`config.mk`:
```
export PLATFORM = sky130hd
export DESIGN_NAME = ic_req_flit_fifo
export DESIGN_NICKNAME = d
export VERILOG_FILES = /design/src/rtl/ic_req_flit_fifo.sv
export SDC_FILE = /design/constraint.sdc
export NUM_CORES = 1
export LEC_CHECK = 0
export CAP_MARGIN = 15
export CORE_MARGIN = 4
export CORE_UTILIZATION = 52
export CTS_CLUSTER_DIAMETER = 50
export DETAILED_ROUTE_END_ITERATION = 7
export MAX_ROUTING_LAYER = met4
export PLACE_DENSITY = 0.71
export SYNTH_ARGS = -nofsm -noshare
export SYNTH_HDL_FRONTEND = slang
export SYNTH_SLANG_ARGS = --single-unit
```
`constraint.sdc`:
```
create_clock -name clk -period 3.16 [get_ports clk]
set_input_delay 0.632 -clock clk [delete_from_list [all_inputs] [get_ports clk]]
set_output_delay 0.632 -clock clk [all_outputs]
set_load 0.02 [all_outputs]
```
`src/rtl/ic_req_flit_fifo.sv`:
```
// Packet-aware flit buffer between the I-cache request upload serializer and the
// ring injection port; flits are presented only once a complete packet is stored.
module ic_req_flit_fifo #(
  parameter int DEPTH = 8,
  parameter int AW    = 3
) (
  input  logic          clk,
  input  logic          rst,
  input  logic [15:0]   flit_in,
  input  logic [1:0]    ctrl_in,
  input  logic          v_flit_in,
  output logic          req_fifo_rdy,
  output logic [15:0]   flit_out,
  output logic [1:0]    ctrl_out,
  output logic          v_flit_out,
  input  logic          flit_out_ack,
  output logic          fifo_full,
  output logic          fifo_empty,
  output logic [AW:0]   pkt_cnt
);

  localparam logic [AW:0] DEPTH_C = (AW+1)'(DEPTH);
  localparam logic [1:0]  CTRL_INV  = 2'b00;
  localparam logic [1:0]  CTRL_TAIL = 2'b11;

  logic [15:0]   flit_mem_q [DEPTH];
  logic [1:0]    ctrl_mem_q [DEPTH];
  logic [AW-1:0] wr_ptr_q, wr_ptr_d;
  logic [AW-1:0] rd_ptr_q, rd_ptr_d;
  logic [AW:0]   count_q, count_d;
  logic [AW:0]   pkt_cnt_q, pkt_cnt_d;

  logic          wr_en, rd_en, wr_tail, rd_tail;
  logic [1:0]    head_ctrl;

  // Status decodes come from registered state only, so ready never sees the same-cycle ack.
  assign req_fifo_rdy = (count_q < DEPTH_C);
  assign fifo_full    = (count_q == DEPTH_C);
  assign fifo_empty   = (count_q == '0);
  assign pkt_cnt      = pkt_cnt_q;
  assign v_flit_out   = !fifo_empty && (pkt_cnt_q != '0);
  assign head_ctrl    = ctrl_mem_q[rd_ptr_q];
  assign flit_out     = v_flit_out ? flit_mem_q[rd_ptr_q] : 16'h0000;
  assign ctrl_out     = v_flit_out ? head_ctrl : 2'b00;

  // NOTE: every signal driven in always_comb gets a default first so no latch is inferred.
  always_comb begin
    wr_en     = v_flit_in && req_fifo_rdy && (ctrl_in != CTRL_INV);
    rd_en     = v_flit_out && flit_out_ack;
    wr_tail   = wr_en && (ctrl_in == CTRL_TAIL);
    rd_tail   = rd_en && (head_ctrl == CTRL_TAIL);
    wr_ptr_d  = wr_ptr_q;
    rd_ptr_d  = rd_ptr_q;
    count_d   = count_q;
    pkt_cnt_d = pkt_cnt_q;

    if (wr_en) wr_ptr_d = wr_ptr_q + AW'(1);
    if (rd_en) rd_ptr_d = rd_ptr_q + AW'(1);

    case ({wr_en, rd_en})
      2'b10:   count_d = count_q + 1'b1;
      2'b01:   count_d = count_q - 1'b1;
      default: count_d = count_q;
    endcase

    case ({wr_tail, rd_tail})
      2'b10:   pkt_cnt_d = pkt_cnt_q + 1'b1;
      2'b01:   pkt_cnt_d = pkt_cnt_q - 1'b1;
      default: pkt_cnt_d = pkt_cnt_q;
    endcase
  end

  // NOTE: sequential state uses non-blocking assignments so all registers update together.
  always_ff @(posedge clk) begin
    if (rst) begin
      wr_ptr_q  <= '0;
      rd_ptr_q  <= '0;
      count_q   <= '0;
      pkt_cnt_q <= '0;
    end else begin
      wr_ptr_q  <= wr_ptr_d;
      rd_ptr_q  <= rd_ptr_d;
      count_q   <= count_d;
      pkt_cnt_q <= pkt_cnt_d;
    end
  end

  // NOTE: storage is deliberately not reset; stale entries are unreachable once count is zero.
  always_ff @(posedge clk) begin
    if (wr_en) begin
      flit_mem_q[wr_ptr_q] <= flit_in;
      ctrl_mem_q[wr_ptr_q] <= ctrl_in;
    end
  end

endmodule
```
==> Yosys cells after proc, flatten, opt, wreduce, memory -nomap -nowiden <==
Memories as Yosys holds them, arrays and structs flattened. A register that Yosys moved wholly into a read port is not among the register bits.
Cells that the tools add are included.
W data, S select, Z words.
{ "totals": {"inputBits": 22, "ff_bits": 14, "latch_bits": 0, "output_inout_bits": 26, "mem_bits_rw": 144, "rom_bits": 0, "wordCells": 42, "memories": 2} }
{ "mem_list": {"columns": ["name", "words", "width", "read_ports", "rd_clocked_by_memory_dff", "wr", "line", "source"], "rows": [
  ["flit_mem_q", 8, 16, 1, 1, 1, "26", "logic [15:0] flit_mem_q [DEPTH];"],
  ["ctrl_mem_q", 8, 2, 1, 1, 1, "27", "logic [1:0] ctrl_mem_q [DEPTH];"]
]} }
{ "classes": {"n_eq_ne": 7, "add_sub_neg": 6, "reduce_logical": 12, "bitwise": 0, "n_lt_le_gt_ge": 1, "multipliers": 0, "muxes": 10, "n_div": 0, "n_shift": 0} }
{ "op_table": {"columns": ["op", "count"], "rows": [
  ["$mux W16", 1],
  ["$pmux W4 S2", 2],
  ["$mux W3", 4],
  ["$add A4 B1 Y4 const B", 2],
  ["$eq A2 B2 Y1 const B", 4],
  ["$sub A4 B1 Y4 const B", 2],
  ["$add A3 B1 Y3 const B", 2],
  ["$logic_and A1 B1 Y1", 6],
  ["$reduce_bool A2 Y1", 3],
  ["$eq A2 B1 Y1 const B", 2],
  ["$eq A4 B4 Y1 const B", 1],
  ["$logic_not A4 Y1", 1],
  ["$lt A4 B4 Y1 const B", 1],
  ["$reduce_bool A4 Y1", 1],
  ["$mux W1", 2],
  ["$mux W2", 1],
  ["$logic_not A1 Y1", 1]
]} }

==> Depth between registers and ports, before layout <==
Gate-level depths: netlist of the first run.
{ "depth": {"word_depth": 7, "ltp_mapped": 12, "mapped_depth_nobuf": 11} }

==> Worst setup path before layout of the first run <==
No wires, ideal clock.
{ "synth_timing": {"kind": "input to register", "from": "in v_flit_in", "to": "mem ctrl_mem_q[0][0], enable pin", "path_buffers": 0, "setup_slack_ps": 116, "required_time_ps": 2744, "arrival_time_ps": 2628, "path_stages": 4, "cell_sequence": "nor2b_1 -> o21ai_1 -> or2_2 -> nor3_1"} }
{ "synth_via": {"elab_chain_len": 4} }
{ "synth_lines": {"columns": ["element", "line", "source"], "rows": [
  ["start, declared", "11", "input logic v_flit_in,"],
  ["$logic_and A1 B1 Y1 (2 in a row)", "48", "wr_en = v_flit_in && req_fifo_rdy && (ctrl_in != CTRL_INV);"],
  ["$mux W1", "90", "if (wr_en) begin"],
  ["$mux W1 (implied by the code)", "92", "ctrl_mem_q[wr_ptr_q] <= ctrl_in;"],
  ["end, declared", "27", null]
]} }
Every way passes these cells.

==> Worst setup path after layout of the first run <==
{ "layout_timing": {"from": "reg pkt_cnt_q[1], in the netlist pkt_cnt[1]", "to": "out flit_out[15]"} }
{ "layout_via": {"elab_chain_len": 3} }
{ "layout_lines": {"columns": ["element", "line", "source"], "rows": [
  ["start, declared", "31", "logic [AW:0] pkt_cnt_q, pkt_cnt_d;"],
  ["start signal, assigned", "84", "pkt_cnt_q <= pkt_cnt_d;"],
  ["$reduce_bool A4 Y1", "41", "assign v_flit_out = !fifo_empty && (pkt_cnt_q != '0);"],
  ["$logic_and A1 B1 Y1", "41", null],
  ["$mux W16", "43", "assign flit_out = v_flit_out ? flit_mem_q[rd_ptr_q] : 16'h0000;"],
  ["end, declared", "13", "output logic [15:0] flit_out,"]
]} }
Every way passes these cells.

==> results of run 1 <==
[cell families (layout without fill, tap and decap cells)]
logic type | Yosys count | in the layout | synth area share
AO/OA/AOI/OAI | 16 | 16 | 0.0149
XOR/XNOR | 9 | 9 | 0.0135
adder cells (fa/ha/maj) | 8 | 8 | 0.0156
buffers and inverters | 17 | 106 | 0.0141
flip-flops | 161 | 161 | 0.729
multiplexers | 60 | 60 | 0.165
AND/OR/NAND/NOR | 64 | 64 | 0.0479
[cell type report]
type | count | area (µm²) | area share
clock buffer | 18 | 429 | 0.0553
multi-input combinational | 157 | 1650 | 0.213
clock inverter | 14 | 139 | 0.0179
timing repair buffer | 71 | 683 | 0.0880
tap | 147 | 184 | 0.0237
sequential | 161 | 4670 | 0.601
inverter | 3 | 11.3 | 0.00145
[stage by stage]
stage               area, µm²  std cells  power, mW  hold WS (ns)  utilization
floorplan                6400        335       2.53         0.462            -
global placement         7190        539       2.64         0.478        0.599
detailed placement       7190        539       2.65         0.501        0.599
CTS                      7760        571       4.60         0.511        0.646
global route             7770        571       4.74         0.542        0.647
finish                   7770        571       4.57         0.508        0.647
[metal layers]
metal | global-route usage | up-vias
li1 | - | 1486
met1 | 0.244 | 1614
met2 | 0.288 | 91
met3 | 0.0522 | 13
met4 | 0.0681 | 0
met5 | - | -
[path summary, 6_finish.rpt]
kind                    start           end  slack, ns  cells past startpoint
setup reg to reg    flip-flop    pkt_cnt[2]       0.31                     10
hold / removal    wr_ptr_q[0]   wr_ptr_q[0]       0.51                      2
setup / recovery   pkt_cnt[1]  flit_out[15]       0.12                      5
hold reg to reg   wr_ptr_q[0]   wr_ptr_q[0]       0.51                      2
[critical path, stage by stage (launching register included)]
cell,delay [ns]
dfxtp_1,0.38
or4_4,0.56
nand2_1,0.16
buf_4,0.24
nor2_1,0.08
clkdlybuf4s50_1,0.55
[repair_timing]
action | in CTS | in global routing
endpoints found under the setup margin | 6 | 7
hold buffers | 0 | 0
resized for setup | 1 | 2
[flip-flops by register name, summed over array words and instances, names as in the netlist, named ones only]
| name | flops |
|---|---|
| flit_mem_q | 128 |
| ctrl_mem_q | 16 |
| count_q | 4 |
| pkt_cnt | 4 |
| rd_ptr_q | 3 |
| wr_ptr_q | 3 |
[where the power goes]
part	leakage (nW)	switching [mW]	total, mW	internal (mW)
Sequential	1.44	0.0182	2.38	2.36
Combinational	0.809	0.116	0.223	0.107
Clock	0.275	0.810	1.97	1.16
Total	2.53	0.944	4.57	3.62
[cell usage after synthesis, types with 2 or more instances]
library cell / number / share of area
a21oi_1: 5 / 0.0039
buf_1: 4 / 0.0023
buf_2: 3 / 0.0023
buf_4: 4 / 0.0047
clkbuf_1: 2 / 0.0012
dfxtp_1: 17 / 0.053
edfxtp_1: 144 / 0.68
ha_1: 8 / 0.016
inv_1: 2 / 0.0012
mux2_2: 3 / 0.0053
mux2i_1: 21 / 0.033
mux4_2: 36 / 0.13
nand2_1: 5 / 0.0029
nand2b_1: 3 / 0.0029
nand3_1: 2 / 0.0016
nor2_1: 37 / 0.022
nor2b_1: 3 / 0.0029
nor3_1: 3 / 0.0023
o211ai_1: 2 / 0.0023
o21ai_0: 4 / 0.0031
or3_1: 2 / 0.0020
or4_4: 2 / 0.0035
xor2_1: 8 / 0.011
==> results.cfg, run 1 <==
[timing]
setup_tns_ns = 0
finalCriticalPeriod_ns = 3.04
worstMarginPinSlew_ns = 0.608
fin_skew_ns = 0.00596
rsz0062_at_grt = false
fmax_mhz = 329
max_slew_margin = 0.594
fin_crit_sh = 0.962
setup_slack_ns = 0.120
finalSetupViolations = 0
hold_violations = 0
slew_viol_final = 0

[placement]
io_buffers = 47
dpl.hpwl_um = 7440
pre_cts_slack_ns = 0.209
place_congestion = 0.735

[yosys]
synth_cell_types = 38
yosys_warnings = 0
synthFlopType = edfxtp_1
synthCells = 335
seq_area_frac_synth = 0.729
synth.avg_cell_area_um2 = 19.1
async_flop_share = 0
syn_nets = 365
synth_seq_cells = 161
synth-edff-count = 144
synthesis.area_mm2 = 0.00640

[power]
p_leak_nw = 2.53
pwr_density_cell_mw_per_mm2 = 588
peakVddDrop_uv = 487

[route]
wl_per_cell_um = 20.7
routed_wirelength_um = 11800
routed-wl-met3_um = 798
met1_length_um = 4950
ant_nets = 0
vias = 3204
drt-initial-drc-count = 255
wl_met2_um = 5930
drc = 0
top_layer = met4
dr.pass1.iters = 4
vias_per_cell = 5.61

[floorplanning]
rows = 40
die_w_um = 119
initial_utilization = 0.533
die_y_um = 119
die_area_mm2 = 0.0141
core_mm2 = 0.0120
num_io_pins = 48

[cts]
cts_buffer_depth = 2
cts_setup_buffers = 0
h-tree-depth = 4
cts_root_buffer = clkbuf_16
numCtsBuffers = 17
path_clk_slew_ns = 0.06
clock_sinks = 161
clkLatencyLatePin_ns = 0.42
cts_tree = done

[grt]
grt_pass1_vias = 3491
grt_overflow = 0
grt_util_all_layers = 0.188
grt_pass1_wl_um = 19100
grt_max_degree = 20
antenna_found_initial = 0

[run_status]
status = finished, final reports clean

[cells_and_area]
syn_to_final_growth_pct = 21.4
fillCellCount = 837
final_common_cell = edfxtp_1
antenna_cells = 0
final_cell_mix = 144 x edfxtp_1, 47 x clkdlybuf4s50_1, 37 x nor2_1
final_net_count = 441
drive_gt1_frac = 0.238

[worst_setup_path]
timing_worst_setup_path_type = flip-flop to output port
crit_required_ns = 2.53
cp-end-kind = output port
critPathMaxFanout = 11
cp-start-kind = flip-flop
arrival_ns = 2.41

[worst_hold_path]
hold_class = flip-flop to flip-flop

[job]
drv_cap = 0
(Power assumes the default switching activity.)
==> inputs of run 2 (changes only) <==
--- a/config.mk
+++ b/config.mk
@@ -11,7 +11,7 @@
 export CTS_CLUSTER_DIAMETER = 50
 export DETAILED_ROUTE_END_ITERATION = 7
 export MAX_ROUTING_LAYER = met4
-export PLACE_DENSITY = 0.71
+export PLACE_DENSITY_LB_ADDON = 0.05
 export SYNTH_ARGS = -nofsm -noshare
 export SYNTH_HDL_FRONTEND = slang
 export SYNTH_SLANG_ARGS = --single-unit
==> run 2 against run 1 <==
Against the previous run:
- flip-flop and latch count did not move
- largest power group unchanged
- core utilization fell by 0.11 points
- design area is 0.18% lower
- register-to-register slack improved by 0.04 ns
- worst hold slack improved by 0.0026 ns
- final cell count fell by 0.35%
- fmax up 0.87%
- sequential share of layout area rose by 0.090 points
- critical endpoint is now flit_out[6]
- critical path type unchanged
- die area unchanged
- non-clock buffer count down 1
- critical path depth did not move
==> results.cfg, run 2 (synthesis gave the netlist of run 1 again) <==
[route]
ant_nets = 0
drt-initial-drc-count = 187
drc = 0
vias = 3227
wl_per_cell_um = 20.4
vias_per_cell = 5.67
routed_wirelength_um = 11600
dr.pass1.iters = 4

[worst_setup_path]
cp-end-kind = output port
timing_worst_setup_path_type = flip-flop to output port
crit_required_ns = 2.53
arrival_ns = 2.38
critPathMaxFanout = 21
cp-start-kind = flip-flop
critical_path_buf_inv_count = 2
crit_family = buffers and inverters
worst_path_largest_cell_delay_ns = 0.53
slowest_stage = mux4_2
worstPathCellList = buf_12 -> mux4_2 -> mux2i_1 -> nor2_1 -> clkdlybuf4s50_1

[floorplanning]
num_io_pins = 48
rows = 40
core_mm2 = 0.0120
die_w_um = 119
initial_utilization = 0.533
die_y_um = 119
die_area_mm2 = 0.0141

[cells_and_area]
design_area_mm2 = 0.00775
final_common_cell = edfxtp_1
largest_registers = flit_mem_q x128, ctrl_mem_q x16
multi_input_area_mm2 = 0.00166
final_cell_mix = 144 x edfxtp_1, 47 x clkdlybuf4s50_1, 36 x mux4_2
syn_to_final_growth_pct = 21.2
final_net_count = 440
seqCellArea_mm2 = 0.00467
final_cells = 569
largest_register_ffs = 128
drive_gt1_frac = 0.232
fillCellCount = 866
final_util = 0.645
regMostFlops = flit_mem_q
antenna_cells = 0

[worst_hold_path]
hold_class = flip-flop to flip-flop

[run_status]
status = finished, final reports clean

[placement]
dpl.hpwl_um = 7280
post_dp_cell_area_mm2 = 0.00721
pre_cts_slack_ns = 0.151
dp_cells = 538
io_buffers = 47
place_congestion = 0.735

[cts]
h-tree-depth = 4
clkLatencyLatePin_ns = 0.41
cts_root_buffer = clkbuf_16
cts_buffer_depth = 2
cts_hold_buf = 0
numCtsBuffers = 17
cts_setup_buffers = 0
path_clk_slew_ns = 0.06
clock_sinks = 161
cts_tree = done

[timing]
timing.hold.ws_ns = 0.511
rsz0062_at_grt = true
hold_violations = 0
fin_crit_sh = 0.954
setup_slack_ns = 0.146
setup_tns_ns = 0
max_slew_margin = 0.703
fmax_mhz = 332
finalCriticalPeriod_ns = 3.01
fin_skew_ns = 0.00595
slew_viol_final = 0
finalSetupViolations = 0
worstMarginPinSlew_ns = 0.442

[grt]
met2_usage = 0.281
grt_overflow = 0
met1_usage = 0.243
grt_util_all_layers = 0.184
antenna_found_initial = 0
grt_use_met3 = 0.0442
top_usage_layer = met2
grt_pass1_vias = 3315
grt_max_degree = 22
grt_pass1_wl_um = 18700

[job]
drv_cap = 0

[power]
total_power_mw = 4.42
peakVddDrop_uv = 448
pwr_density_cell_mw_per_mm2 = 571
p_leak_nw = 2.50
run 2: what timing repair did:
item,in CTS,in global routing
gates resized for setup,0,3
setup endpoints to repair,0,10
hold endpoints to repair,0,0
run 2: routing by layer:
metal	part of all wire	vias up
met1	0.46	1670
met2	0.49	57
met3	0.031	16
met5	0	-
met4	0.018	0
li1	-	1484
run 2: cell type report:
type                    instances  share of cell area
multi-input cells             157               0.214
flip-flops and latches        161               0.602
inverters                       3             0.00145
clock inverters                11              0.0116
well taps                     147              0.0237
repair buffers                 70              0.0909
clock buffers                  20              0.0563
run 2: power breakdown:
part	total (mW)	internal [mW]	switching, mW
logic	0.224	0.108	0.116
clock network	1.82	1.07	0.757
registers	2.38	2.36	0.0180
run 2: path summary, 6_finish.rpt:
path	from	end	slack (ns)	cells after the start
worst max-delay path	flip-flop	flit_out[6]	0.15	5
worst min register to register	wr_ptr_q[0]	wr_ptr_q[0]	0.51	2
worst min-delay path	wr_ptr_q[0]	wr_ptr_q[0]	0.51	2
worst max register to register	flip-flop	pkt_cnt[2]	0.35	10
run 2: worst register-to-register path, cell delays in order (launching register included):
cell and delay (ns):
dfxtp_1 0.43, mux4_2 0.52, mux2_2 0.29, and3_1 0.20
ha_1 0.27, xor2_1 0.17, ha_1 0.18, a21oi_1 0.14
xor2_1 0.09, or3_1 0.31, a21oi_1 0.13
==> inputs of run 3 (changes only) <==
--- a/config.mk
+++ b/config.mk
@@ -12,6 +12,7 @@
 export DETAILED_ROUTE_END_ITERATION = 7
 export MAX_ROUTING_LAYER = met4
 export PLACE_DENSITY_LB_ADDON = 0.05
+export SKIP_LAST_GASP = 1
 export SYNTH_ARGS = -nofsm -noshare
 export SYNTH_HDL_FRONTEND = slang
 export SYNTH_SLANG_ARGS = --single-unit
==> results of run 3 <==
Final layout, timing and power as in run 2 (identical DEF).
